$ cat src/rtl/adder_pkg.sv
// Shared FSM encoding and counter-width helper for the serial chunk adder.
package adder_pkg;

  typedef enum logic [1:0] {
    IDLE = 2'd0,
    RUN  = 2'd1,
    DONE = 2'd2
  } state_t;

  // Counter width for n chunks; never narrower than one bit.
  function automatic int cnt_width(input int n);
    return (n > 1) ? $clog2(n) : 1;
  endfunction

endpackage

$ cat src/rtl/chunk_ripple_adder.sv
// CHUNK-bit ripple adder built from full-adder cells; combinational, no flow control.
// c_msb is the carry into the top bit, needed for signed overflow.
module chunk_ripple_adder #(
  parameter int CHUNK = 1
) (
  input  logic [CHUNK-1:0] a,
  input  logic [CHUNK-1:0] b,
  input  logic             c_in,
  output logic [CHUNK-1:0] sum,
  output logic             c_out,
  output logic             c_msb
);

  logic [CHUNK:0] c;

  assign c[0] = c_in;

  for (genvar i = 0; i < CHUNK; i++) begin : g_bit
    one_bit_adder u_fa (
      .a    (a[i]),
      .b    (b[i]),
      .c_in (c[i]),
      .sum  (sum[i]),
      .c_out(c[i+1])
    );
  end

  assign c_out = c[CHUNK];
  assign c_msb = c[CHUNK-1];

endmodule

$ cat src/rtl/one_bit_adder.sv
// Full adder cell: combinational, zero latency, no flow control.
module one_bit_adder (
  input  logic a,
  input  logic b,
  input  logic c_in,
  output logic sum,
  output logic c_out
);

  assign sum   = a ^ b ^ c_in;
  assign c_out = (a & b) | (c_in & (a ^ b));

endmodule

$ cat src/rtl/serial_chunk_adder.sv
// Multi-cycle WIDTH-bit adder, CHUNK bits per cycle; done follows accepted start by WIDTH/CHUNK cycles.
// start is ignored while busy; SERIAL_ADDER_SUBTRACT_EN adds a sub input for a - b.
module serial_chunk_adder
  import adder_pkg::*;
#(
  parameter int WIDTH = 8,
  parameter int CHUNK = 1
) (
  input  logic             clk,
  input  logic             rst,
  input  logic             start,
  input  logic [WIDTH-1:0] a,
  input  logic [WIDTH-1:0] b,
  input  logic             c_in,
`ifdef SERIAL_ADDER_SUBTRACT_EN
  input  logic             sub,
`endif
  output logic             busy,
  output logic             done,
  output logic [WIDTH-1:0] sum,
  output logic             c_out,
  output logic             overflow
);

  localparam int NCHUNK = WIDTH / CHUNK;
  localparam int CW     = cnt_width(NCHUNK);
  localparam logic [CW-1:0] LAST = CW'(NCHUNK - 1);

  if (WIDTH < 1 || CHUNK < 1 || (WIDTH % CHUNK) != 0) begin : g_bad_param
    $error("serial_chunk_adder: CHUNK must divide WIDTH exactly");
  end

  state_t           state, state_nxt;
  logic             accept;
  logic [WIDTH-1:0] a_q, b_q, sum_nxt;
  logic [CW-1:0]    cnt;
  logic             carry;
  logic [CHUNK-1:0] chunk_sum;
  logic             chunk_co, chunk_cmsb;
  logic             last;

  assign last = (cnt == LAST);

  always_ff @(posedge clk) begin
    if (rst) state <= IDLE;
    else     state <= state_nxt;
  end

  always_comb begin
    state_nxt = state;
    accept    = 1'b0;
    case (state)
      IDLE: if (start) begin
        accept    = 1'b1;
        state_nxt = RUN;
      end
      RUN: if (last) state_nxt = DONE;
      DONE: begin
        accept    = start;
        state_nxt = start ? RUN : IDLE;
      end
      default: state_nxt = IDLE;
    endcase
  end

  assign busy = (state == RUN);
  assign done = (state == DONE);

  // Operands shift right each cycle so the active chunk is always in the low bits.
  chunk_ripple_adder #(.CHUNK(CHUNK)) u_chunk (
    .a    (a_q[CHUNK-1:0]),
    .b    (b_q[CHUNK-1:0]),
    .c_in (carry),
    .sum  (chunk_sum),
    .c_out(chunk_co),
    .c_msb(chunk_cmsb)
  );

  // Result fills from the top; after NCHUNK shifts chunk 0 lands in the low bits.
  if (CHUNK == WIDTH) begin : g_sum_full
    assign sum_nxt = chunk_sum;
  end else begin : g_sum_shift
    assign sum_nxt = {chunk_sum, sum[WIDTH-1:CHUNK]};
  end

  always_ff @(posedge clk) begin
    if (rst) begin
      a_q      <= '0;
      b_q      <= '0;
      carry    <= 1'b0;
      cnt      <= '0;
      sum      <= '0;
      c_out    <= 1'b0;
      overflow <= 1'b0;
    end else if (accept) begin
      a_q      <= a;
      cnt      <= '0;
      sum      <= '0;
      c_out    <= 1'b0;
      overflow <= 1'b0;
`ifdef SERIAL_ADDER_SUBTRACT_EN
      b_q      <= sub ? ~b : b;
      carry    <= sub ? 1'b1 : c_in;
`else
      b_q      <= b;
      carry    <= c_in;
`endif
    end else if (state == RUN) begin
      a_q   <= a_q >> CHUNK;
      b_q   <= b_q >> CHUNK;
      carry <= chunk_co;
      cnt   <= cnt + CW'(1);
      sum   <= sum_nxt;
      if (last) begin
        c_out    <= chunk_co;
        overflow <= chunk_co ^ chunk_cmsb;
      end
    end
  end

endmodule

$ cat config.mk
export PLATFORM = sky130hd
export DESIGN_NAME = serial_chunk_adder
export DESIGN_NICKNAME = d
export VERILOG_FILES = /design/src/rtl/adder_pkg.sv /design/src/rtl/chunk_ripple_adder.sv /design/src/rtl/one_bit_adder.sv /design/src/rtl/serial_chunk_adder.sv
export SDC_FILE = /design/constraint.sdc
export NUM_CORES = 1
export LEC_CHECK = 0
export CORE_MARGIN = 2
export CORE_UTILIZATION = 48
export CTS_CLUSTER_SIZE = 30
export DETAILED_ROUTE_END_ITERATION = 10
export PLACE_DENSITY = 0.78
export SETUP_SLACK_MARGIN = 0.02
export SLEW_MARGIN = 20
export SYNTH_ARGS = -nofsm -noshare
export SYNTH_HDL_FRONTEND = slang
export SYNTH_SLANG_ARGS = --single-unit
$ cat constraint.sdc
create_clock -name clk -period 1.3 [get_ports clk]
set_input_delay 0.26 -clock clk [delete_from_list [all_inputs] [get_ports clk]]
set_output_delay 0.26 -clock clk [all_outputs]
set_load 0.02 [all_outputs]
# After elaboration in Yosys (flattened, before gate mapping)
# Cells that the tools add are included.
[op_classes]
n_addsub = 1
n_eq_ne = 5
muxes = 12
n_bitwise = 6
reduce_logical = 5
[op_table]
columns = ["operator", "count"]
rows = [
  ["2-to-1 mux 8 bit", 4],
  ["case mux 2 bit (3 select lines)", 1],
  ["2-to-1 mux 1 bit", 4],
  ["2-to-1 mux 2 bit", 2],
  ["AND reduction 2 bit", 2],
  ["adder 3 x 1 -> 3 bit (second input constant)", 1],
  ["== test 3 bit (second input constant)", 1],
  ["XOR 1 bit", 3],
  ["bitwise AND 1 bit", 2],
  ["== test 2 x 1 -> 1 bit (second input constant)", 1],
  ["== test 2 bit (second input constant)", 1],
  ["logical NOT 2 bit", 1],
  ["!= test 2 x 1 -> 1 bit (second input constant)", 1],
  ["!= test 2 bit (second input constant)", 1],
  ["case mux 1 bit (2 select lines)", 1],
  ["nonzero test 2 bit", 1],
  ["OR reduction 2 bit", 1],
  ["bitwise OR 1 bit", 1],
]
[word_totals]
regBits = 32
input_bits = 20
out_inout_bits = 12
elab_cells = 37

# Depth between registers and ports, before layout
# Gate-level depths: netlist of the first run.
[logic_depth]
ltp_word = 5
ltp_mapped = 6
mapped_depth_nobuf = 5

# Cells and area by module
# A second synthesis of the first run with hierarchy kept.
[hier_totals]
cells_unflattened = 151
area_unflattened_um2 = 1336.3
[by_module_without_submodules]
columns = ["mod", "instances", "cells_each", "area_per_inst_um2", "seq_area_each_um2"]
rows = [
  ["serial_chunk_adder", 1, 149, 1308.8, 640.6],
  ["one_bit_adder", 1, 1, 20.0, 0.0],
  ["chunk_ripple_adder", 1, 1, 7.5, 0.0],
]

# Worst setup path after synthesis of the first run
# No wires, ideal clock.
[synth_path]
path_type = "reg-to-reg"
startpoint = "register carry"
endpoint = "register overflow"
setup_time_ns = 0.132
arrival_ns = 1.085
required_ns = 1.168
setup_slack_ns = 0.083
stages_incl_launch_ff = 5
n_path_buf = 0
cell_sequence = "dfxtp_1 > fa_1 > xor2_1 > nand3_1 > a21oi_1"
[synth_via]
elab_chain_len = 3
[synth_lines]
columns = ["item", "line", "source"]
rows = [
  ["start, declared", "serial_chunk_adder.sv:37", "logic carry;"],
  ["start signal, assigned", "serial_chunk_adder.sv:106", "carry <= c_in;"],
  ["start signal, assigned", "serial_chunk_adder.sv:111", "carry <= chunk_co;"],
  ["bitwise AND 1 bit", "one_bit_adder.sv:11", "assign c_out = (a & b) | (c_in & (a ^ b));"],
  ["bitwise OR 1 bit", "one_bit_adder.sv:11", ""],
  ["named net chunk_co", "serial_chunk_adder.sv:39", "logic chunk_co, chunk_cmsb;"],
  ["XOR 1 bit", "serial_chunk_adder.sv:116", "overflow <= chunk_co ^ chunk_cmsb;"],
  ["end signal, assigned", "serial_chunk_adder.sv:116", ""],
  ["end, declared", "serial_chunk_adder.sv:22", "output logic overflow"],
]
# The timed path passes the listed nets, and every way through them passes these cells.
# A chain may end at the register's enable or synchronous reset.

# Worst setup path in the final report of the first run
[layout_path]
startpoint = "register state[0]"
endpoint = "output port done"
[layout_via]
elab_chain_len = 1
[layout_lines]
columns = ["item", "line", "source"]
rows = [
  ["start, declared", "serial_chunk_adder.sv:33", "state_t state, state_nxt;"],
  ["start signal, assigned", "serial_chunk_adder.sv:46", "else state <= state_nxt;"],
  ["== test 2 bit", "serial_chunk_adder.sv:67", "assign done = (state == DONE);"],
  ["end, declared", "serial_chunk_adder.sv:19", "output logic done,"],
]
# No other way between the ends.

==> summary.md, run 1 <==
| Metric | Value |
|---|---|
| CTS Hold Bufs | `0` |
| Num rows | `19` |
| Top cells by count, synth | `dfxtp_1, nand2_1, nor3_1` |
| Top sig layer | `met4` |
| Total CTS buffers | `5` |
| Metal2 WL | `1320 um` |
| Largest net degree at the start of global routing | `30` |
| Routability congestion estimate | `0.750` |
| Pre-antenna DRT Iters | `5` |
| Count of final hold-check violations | `0` |
| Clk_lat worst skew | `approximately 0.33 ns` |
| Crit path max fanout | `4` |
| Tmin final | `1.25 ns` |
| Outcome | `finished, final reports clean` |
| Number of max-cap violations | `0` |
| Peak VDD IR | `roughly 860 uV` |
| First-pass GRT wire length | `approximately 4700 um` |
| Vias in the first global route | `1082` |
| Rel. slew slack | `0.820` |
| RSZ-0062 raised after global routing | `yes` |
| Cell with the most instances after synthesis | `dfxtp_1` |
| Met1 wire length | `1180 um` |
| H-tree Lvls | `2` |
| CP required | `1.04 ns` |
| Tightest Pin Transition | `about 0.27 ns` |
| Total track usage | `0.191` |
| Drt initial violations | `52` |
| Final core utilization | `0.633` |
| Core area | `2690 um2` |
| Met3 WL post-DR | `~240 um` |
| Synth area leader | `dfxtp_1` |
| Avg Vias per Cell | `between 5 and 6` |
| Layout cells sized above 1 | `0.204` |
| Tcrit/Tclk final | `0.964` |
| Hold Path Class | `reg -> reg` |
| Final WL | `roughly 2800 um` |
| Top cells by area, synth | `dfxtp_1, nor3_1, nand2_1, a21oi_1, o22ai_1` |
| Worst setup SP type | `register` |
| Final global-route overflow total | `0` |
| Multi-input logic area | `between 600 and 700 um2` |
| # diodes | `0` |
| Power, Total | `1.89 mW` |
| Post-synth cell types | `27` |
| Synthesis Warnings | `0` |
| DRC | `0` |
| Fillers | `230` |
| Detail Route Antenna Nets | `0` |
| CP Class | `reg -> out` |
| Pleak | `0.640 nW` |
| Top cell family by delay on the critical path | `flip-flops` |
| Crit path cell chain | `nor2b_2, buf_6` |
| Root Driver | `clkbuf_4` |
| CTS tree | `done` |
| Final Cell Area | `1700 um2` |
| CP Capture Type | `output port` |
| Critical-path cell with the highest stage delay | `dfxtp_4` |
| Die ar. | `3180 um2` |
| Post-DR wirelength/cell | `13.2 um` |
| DP Wirelength | `~1900 um` |
| Vias | `1161` |
| Setup Viol. Count Final | `0` |
| Maximum clock rate | `798 MHz` |
| Ys flop type | `dfxtp_1` |
| Num ports | `32` |
| Clk pin slew, worst setup/hold paths | `0.08 ns` |
| Final slew viol count | `0` |
| Post-synthesis sequential area ratio | `0.486` |
| Buf/Inv on CP | `1` |
| Initial Util | `0.491` |
| Synth Area per Inst | `about 8.9 um2` |
| Initial antenna violation count | `0` |
| Synth Register Bits | `32` |
| Clock skew | `slightly below 0.006 ns` |
| Reg area | `646 um2` |
| Post-DP Area | `1670 um2` |
| Cells after synthesis | `149` |
| Post-synth EDFFs | `0` |
| Die Height | `56.4 um` |
| Synth Cell Area | `~1300 um2` |
| Syn nets | `172` |
| Pwr/cell area | `1110 nW/um2` |
| Port Buf Inserts | `31` |
| Synthesis-to-finish area growth | `28.9%` |
| Nets | `approximately 210` |
| Die X-Extent | `about 56 um` |
| Async set or reset register ratio after synthesis | `0` |
| Max Root-Sink Buffers | `2` |
| # clock sinks | `32` |
| CP peak stage delay | `0.37 ns` |
| Crit path DAT | `0.99 ns` |
| Top cell type's share of synthesized area | `0.486` |
path summary, 6_finish.rpt:
kind,startpoint,slack (ns),depth (start not counted),to
setup / recovery,state[0]$_SDFFE_PP0P_,0.05,2,done
hold reg to reg,sum[0]$_SDFFE_PP0P_,0.46,2,sum[0]$_SDFFE_PP0P_
hold / removal,sum[0]$_SDFFE_PP0P_,0.46,2,sum[0]$_SDFFE_PP0P_
setup reg to reg,carry$_SDFFE_PP0P_,0.08,4,overflow$_SDFFE_PP0P_
power breakdown:
| group | internal, mW | switching [mW] |
|---|---|---|
| logic | 0.176 | 0.166 |
| clock network | 0.180 | 0.292 |
| registers | 1.04 | 0.0374 |
registers in the layout (all words and copies together) (netlist names):
register,cells
a_q,8
b_q,8
sum,8
cnt,3
state,2
c_out,1
carry,1
overflow,1
cells in the final DEF (no fill, tap or decap), types with 2 or more instances in the layout:
cell type         n
buf_6             3
o22ai_1          10
clkbuf_4          5
buf_12            2
a21oi_1          16
buf_4             6
clkbuf_2          7
a311oi_2          2
nand2_1          25
nor2_1            5
nand3_1           6
a22oi_2           2
nand2b_1          2
ha_1              2
clkdlybuf4s50_1  19
nand2_2           2
clkdlybuf4s15_1   2
nor3_1           20
dfxtp_1          30
tightest hold or removal path: stages (launching register included):
cell and delay [ns]:
dfxtp_1 0.32, nand2_1 0.05, a21oi_1 0.05
per-layer routing:
metal | track usage | up-vias
met5 | 0 | -
met4 | 0.0850 | 0
met3 | 0.0760 | 5
met2 | 0.299 | 53
met1 | 0.231 | 520
li1 | - | 583
cell families after synthesis:
| logic type | synth area share |
|---|---|
| multiplexers | 0.00759 |
| flip-flops | 0.486 |
| AO/OA/AOI/OAI | 0.154 |
| buffers and inverters | 0.0740 |
| AND/OR/NAND/NOR | 0.232 |
| XOR/XNOR | 0.0133 |
| adder cells (fa/ha/maj) | 0.0342 |
final cells by class:
cell class / count / area share
repair buffers: 40 / 0.217
well taps: 31 / 0.0228
inverters: 1 / 0.00368
clock buffers: 5 / 0.0221
multi-input cells: 103 / 0.355
flip-flops and latches: 32 / 0.380
stage by stage:
step	setup TNS [ns]	setup slack (ns)	std cells	hold WS, ns
detailed placement	-1.30	-0.148	207	0.445
CTS	0	0.0237	212	0.459
global placement	-0.933	-0.0834	207	0.441
finish	0	0.0467	212	0.460
global route	0	0.000652	212	0.481
floorplan	0	0.0828	149	0.396
repair_timing:
item	CTS	global route
buffers inserted	0	0
setup endpoints to repair	15	19
gates resized for setup	34	17
No activity file was read; power rests on OpenSTA's default activity.
==> inputs of run 2 (changes only) <==
SYNTH_HIERARCHICAL = 1   (was not set)
==> run 2 against run 1 <==
Compared with the run above:
- count of clock-buffer cells in the layout is 3 higher
- utilization is 1.9 points higher
- synthesized area is 1.3% higher
- clock power is 24% higher
- via count is 1.9% higher
- first-iteration DRC count is 75% lower
- synthesized cell count is 1.3% higher
- critical path type unchanged
- critical endpoint unchanged
==> summary.md, run 2 <==
| Metric | Value |
|---|---|
| Max Root-Sink Buffers | `2` |
| Worst setup SP type | `register` |
| Synthesis Warnings | `6` |
| Reg area | `648 um2` |
| Peak VDD IR | `about 1000 uV` |
| Top cell type's share of synthesized area | `0.479` |
| Total CTS buffers | `5` |
| Commonest non-fill, non-tap cells in the layout | `dfxtp_1, nand2_1, clkdlybuf4s50_1` |
| Vias | `1183` |
| Tcrit/Tclk final | `0.967` |
| Port Buf Inserts | `31` |
| Commonest non-fill, non-tap cell in the layout | `dfxtp_1` |
| Vias in the first global route | `1145` |
| Num ports | `32` |
| Die Height | `56.8 um` |
| Final global-route overflow total | `0` |
| Cells after synthesis | `151` |
| Power, Total | `2.02 mW` |
| Top flop regs | `a_q x8, b_q x8, sum x8` |
| Initial antenna violation count | `0` |
| # diodes | `0` |
| Async set or reset register ratio after synthesis | `0` |
| DRC | `0` |
| Avg Vias per Cell | `5.43` |
| Clock skew | `0.00684 ns` |
| Maximum clock rate | `796 MHz` |
| Largest net degree at the start of global routing | `30` |
| Tightest Pin Transition | `0.247 ns` |
| Clk pin slew, worst setup/hold paths | `0.09 ns` |
| Cell with the most instances after synthesis | `dfxtp_1` |
| Crit path DAT | `1.00 ns` |
| CP Capture Type | `output port` |
| Outcome | `finished, final reports clean` |
| Finished Layout Cells | `about 220` |
| Core area | `2710 um2` |
| CP required | `about 1.0 ns` |
| Final core utilization | `0.652` |
| Final WL | `2920 um` |
| Num rows | `19` |
| Syn nets | `174` |
| Post-DR wirelength/cell | `13.4 um` |
| Synth area leader | `dfxtp_1` |
| Drt initial violations | `13` |
| H-tree Lvls | `2` |
| Synth Register Bits | `32` |
| Count of final hold-check violations | `0` |
| DP Wirelength | `just under 2000 um` |
| Die X-Extent | `56.8 um` |
| Placed insts | `210` |
| Pwr/cell area | `1140 nW/um2` |
| Total track usage | `0.194` |
| First-pass GRT wire length | `approximately 4900 um` |
| Clk_lat worst skew | `0.33 ns` |
| Top cells by area, synth | `dfxtp_1, nand2_1, nor3_1, a21oi_1, a311oi_2` |
| Final Cell Area | `between 1500 and 2000 um2` |
| Fillers | `233` |
| CTS Hold Bufs | `0` |
| Post-DP Area | `between 1500 and 2000 um2` |
| Ys flop type | `dfxtp_1` |
| CTS tree | `done` |
| Synth Area per Inst | `8.85 um2` |
| Root Driver | `clkbuf_4` |
| Tmin final | `1.26 ns` |
| RSZ-0062 raised after global routing | `yes` |
| Rel. slew slack | `0.835` |
| Post-synthesis sequential area ratio | `0.479` |
| Number of max-cap violations | `0` |
| Post-synth cell types | `26` |
| Initial Util | `0.493` |
| Final slew viol count | `0` |
| Nets | `209` |
| Setup Viol. Count Final | `0` |
| Hold Path Class | `reg -> reg` |
| Layout cells sized above 1 | `0.257` |
| Pre-antenna DRT Iters | `4` |
| Pleak | `0.658 nW` |
| # clock sinks | `32` |
| Synth Cell Area | `~1300 um2` |
| Die ar. | `3220 um2` |
| Synthesis-to-finish area growth | `32.2%` |
| Top cells by count, synth | `dfxtp_1, nand2_1, nor3_1` |
| Routability congestion estimate | `approximately 0.74` |
| Post-synth EDFFs | `0` |
| Crit path max fanout | `3` |
| Multi-input logic area | `between 600 and 700 um2` |
| Detail Route Antenna Nets | `0` |
| CP Class | `reg -> out` |
run 2: critical path: stages, from the launching register on:
cell and delay, ns:
dfxtp_2 0.34, nor2b_2 0.17, buf_4 0.16
run 2: metrics by stage:
stage | setup TNS, ns | hold WS (ns) | worst slack (ns)
finish | 0 | 0.466 | 0.0430
global placement | -1.03 | 0.440 | -0.0864
floorplan | 0 | 0.396 | 0.106
global route | -0.00288 | 0.494 | -0.00288
CTS | 0 | 0.464 | 0.0225
detailed placement | -1.61 | 0.453 | -0.117
run 2: path summary, 6_finish.rpt:
| kind | from | endpoint | slack (ns) | cells after the start |
|---|---|---|---|---|
| max reg2reg | state[0]$_SDFFE_PP0P_ | a_q[3]$_SDFFE_PP0P_ | 0.07 | 5 |
| min | c_out$_SDFFE_PP0P_ | c_out$_SDFFE_PP0P_ | 0.47 | 2 |
| max | state[1]$_SDFFE_PP0P_ | done | 0.04 | 2 |
| min reg2reg | c_out$_SDFFE_PP0P_ | c_out$_SDFFE_PP0P_ | 0.47 | 2 |
run 2: what timing repair did:
| action | in CTS | in global routing |
|---|---|---|
| resized for setup | 31 | 24 |
| endpoints found under the setup margin | 17 | 25 |
| pin swaps | 0 | 2 |
| buffers inserted | 0 | 0 |
run 2: where the power goes:
| group | switching, mW | internal [mW] | leakage [nW] |
|---|---|---|---|
| Combinational | 0.175 | 0.181 | 0.362 |
| Clock | 0.317 | 0.267 | 0.0326 |
| Sequential | 0.0408 | 1.04 | 0.264 |
run 2: layout make-up:
class	instances	area share
Multi-Input combinational cell	105	0.364
Inverter	1	0.00496
Timing Repair Buffer	41	0.209
Tap cell	31	0.0220
Sequential cell	32	0.367
Clock buffer	8	0.0333
run 2: kinds of logic (layout without fill, tap and decap cells):
| group | Yosys count | count (layout) | synth area share |
|---|---|---|---|
| fa+ha+maj | 3 | 3 | 0.0337 |
| flops | 32 | 32 | 0.479 |
| compound gates | 31 | 31 | 0.160 |
| simple gates | 68 | 68 | 0.234 |
| mux | 1 | 1 | 0.00749 |
| buf+inv | 14 | 50 | 0.0721 |
| xor+xnor | 2 | 2 | 0.0131 |
run 2: routing by layer:
metal  global-route usage  part of all wire
met2                0.339              0.50
met1                0.228              0.45
met5                    0                 0
met3               0.0438             0.034
met4               0.0797             0.017
==> inputs of run 3 (changes only) <==
SETUP_SLACK_MARGIN = not set   (was 0.02)
==> run 3 against run 2 <==
Compared with the run above:
- wire length shrank 3.2%
- utilization shrank 0.18 points
- sequential power is essentially flat
- clock power is essentially flat
- critical path type unchanged
==> summary.md, run 3 (same netlist as run 2, synthesis figures left out) <==
| Metric | Value |
|---|---|
| Nets | `209` |
| Routability congestion estimate | `0.743` |
| Int Pwr | `~1.5 mW` |
| Clk_lat worst skew | `between 0.3 and 0.4 ns` |
| Largest net degree at the start of global routing | `30` |
| Setup TNS | `0 ns` |
| Num rows | `19` |
| P_sw | `0.529 mW` |
| Total CTS buffers | `5` |
| Number of max-cap violations | `0` |
| Die X-Extent | `between 50 and 60 um` |
| Setup Fix Bufs, Post-CTS | `0` |
| Num ports | `32` |
| H-tree Lvls | `2` |
| First-pass GRT wire length | `4860 um` |
| Count of final hold-check violations | `0` |
| Pleak | `0.655 nW` |
| CP peak stage delay | `0.36 ns` |
| Die Height | `56.8 um` |
| Root Driver | `clkbuf_4` |
| CP Class | `reg -> out` |
| Initial antenna violation count | `0` |
| Avg Vias per Cell | `between 5 and 6` |
| DRC | `0` |
| Crit path DAT | `0.99 ns` |
| Clk pin slew, worst setup/hold paths | `0.09 ns` |
| Min Hold Slack | `0.464 ns` |
| Flop pwr share | `0.535` |
| Commonest non-fill, non-tap cells in the layout | `dfxtp_1, nand2_1, nor3_1, clkdlybuf4s50_1, a21oi_1` |
| Clock skew | `between 0.005 and 0.006 ns` |
| Switch share | `0.263` |
| Critical-path cell with the highest stage delay | `dfxtp_1` |
| Crit path max fanout | `3` |
| Detail Route Antenna Nets | `0` |
| Layout cells sized above 1 | `0.209` |
| Fillers | `236` |
| DP Wirelength | `1960 um` |
| Outcome | `finished, final reports clean` |
| Post-DR wirelength/cell | `13.0 um` |
| Vias in the first global route | `1137` |
| Hold Path Class | `reg -> reg` |
| Worst slack, placed | `-0.117 ns` |
| Drt initial violations | `17` |
| Top flop regs | `a_q x8, b_q x8, sum x8` |
| Power, Total | `between 2 and 2.5 mW` |
| Core area | `2710 um2` |
| Clk pwr share | `0.292` |
| Setup Viol. Count Final | `0` |
| Finished Layout Cells | `218` |
| Final global-route overflow total | `0` |
| Pwr/cell area | `approximately 1100 nW/um2` |
| Total track usage | `0.193` |
| Maximum clock rate | `around 800 MHz` |
| Port Buf Inserts | `31` |
| Buf/Inv on CP | `1` |
| Worst setup SP type | `register` |
| Max Root-Sink Buffers | `2` |
| CTS tree | `done` |
| Tightest Pin Transition | `0.237 ns` |
| Placed insts | `210` |
| Commonest non-fill, non-tap cell in the layout | `dfxtp_1` |
| Crit path cell chain | `clkdlybuf4s15_1` |
| Peak VDD IR | `a little over 1000 uV` |
| Comb pwr share | `0.174` |
| Initial Util | `0.493` |
| Pre-antenna DRT Iters | `4` |
| CP required | `1.04 ns` |
| Die ar. | `3220 um2` |
| # diodes | `0` |
| # clock sinks | `32` |
| Rel. slew slack | `0.842` |
| Synthesis-to-finish area growth | `31.8%` |
| Tcrit/Tclk final | `0.964` |
| Vias | `between 1000 and 1500` |
| Final slew viol count | `0` |
| Tmin final | `about 1.3 ns` |
| Top cell family by delay on the critical path | `flip-flops` |
| CP Capture Type | `output port` |
| Setup ws final | `0.0468 ns` |
| Final WL | `2830 um` |
## run 3: cell types whose count changed in the layout (fill, tap and decap cells not counted)
cell	delta
clkdlybuf4s15_1	+3
dfxtp_1	+2
dfxtp_2	-2
nor3_2	-3
clkbuf_2	-3
ha_2	-1
ha_1	+1
nor3_1	+3
## run 3: path summary, 6_finish.rpt
path	startpoint	end	slack (ns)	depth (start not counted)
max	sum[3]$_SDFFE_PP0P_	sum[3]	0.05	1
min	cnt[2]$_SDFFE_PP0P_	cnt[2]$_SDFFE_PP0P_	0.46	2
max reg2reg	a_q[0]$_SDFFE_PP0P_	overflow$_SDFFE_PP0P_	0.07	4
min reg2reg	cnt[2]$_SDFFE_PP0P_	cnt[2]$_SDFFE_PP0P_	0.46	2
## run 3: per-layer routing
metal  track usage  up-vias  part of all wire
li1              -      593                 -
met1         0.230      549              0.46
met5             0        -                 0
met4        0.0797        0             0.011
met3        0.0438        5             0.039
met2         0.332       28              0.49
## run 3: what timing repair did
| action | in CTS | in global routing |
|---|---|---|
| gates resized for setup | 22 | 24 |
| endpoints found under the setup margin | 15 | 20 |
| hold buffers | 0 | 0 |
## run 3: power by group through the flow
stage / Sequential [mW] / Combinational (mW) / Clock, mW
finish: 1.07 / 0.349 / 0.586
global route: 1.08 / 0.380 / 0.649
CTS: 1.07 / 0.335 / 0.603
detailed placement: 1.09 / 0.335 / 0
global placement: 1.09 / 0.326 / 0
floorplan: 1.09 / 0.220 / 0
## run 3: cell type report
class	instances	area [um2]	share of cell area
sequential	32	646	0.366
clock buffer	8	58.8	0.0334
multi-input combinational	105	626	0.355
timing repair buffer	41	384	0.218
inverter	1	8.76	0.00497
tap	31	38.8	0.0220
## run 3: per-stage QoR
step | utilization | area, um2
3_5_place_dp | 0.622 | 1690
5_1_grt | 0.650 | 1760
2_1_floorplan | - | 1340
6_report | 0.650 | 1760
4_1_cts | 0.639 | 1730
3_3_place_gp | 0.622 | 1690
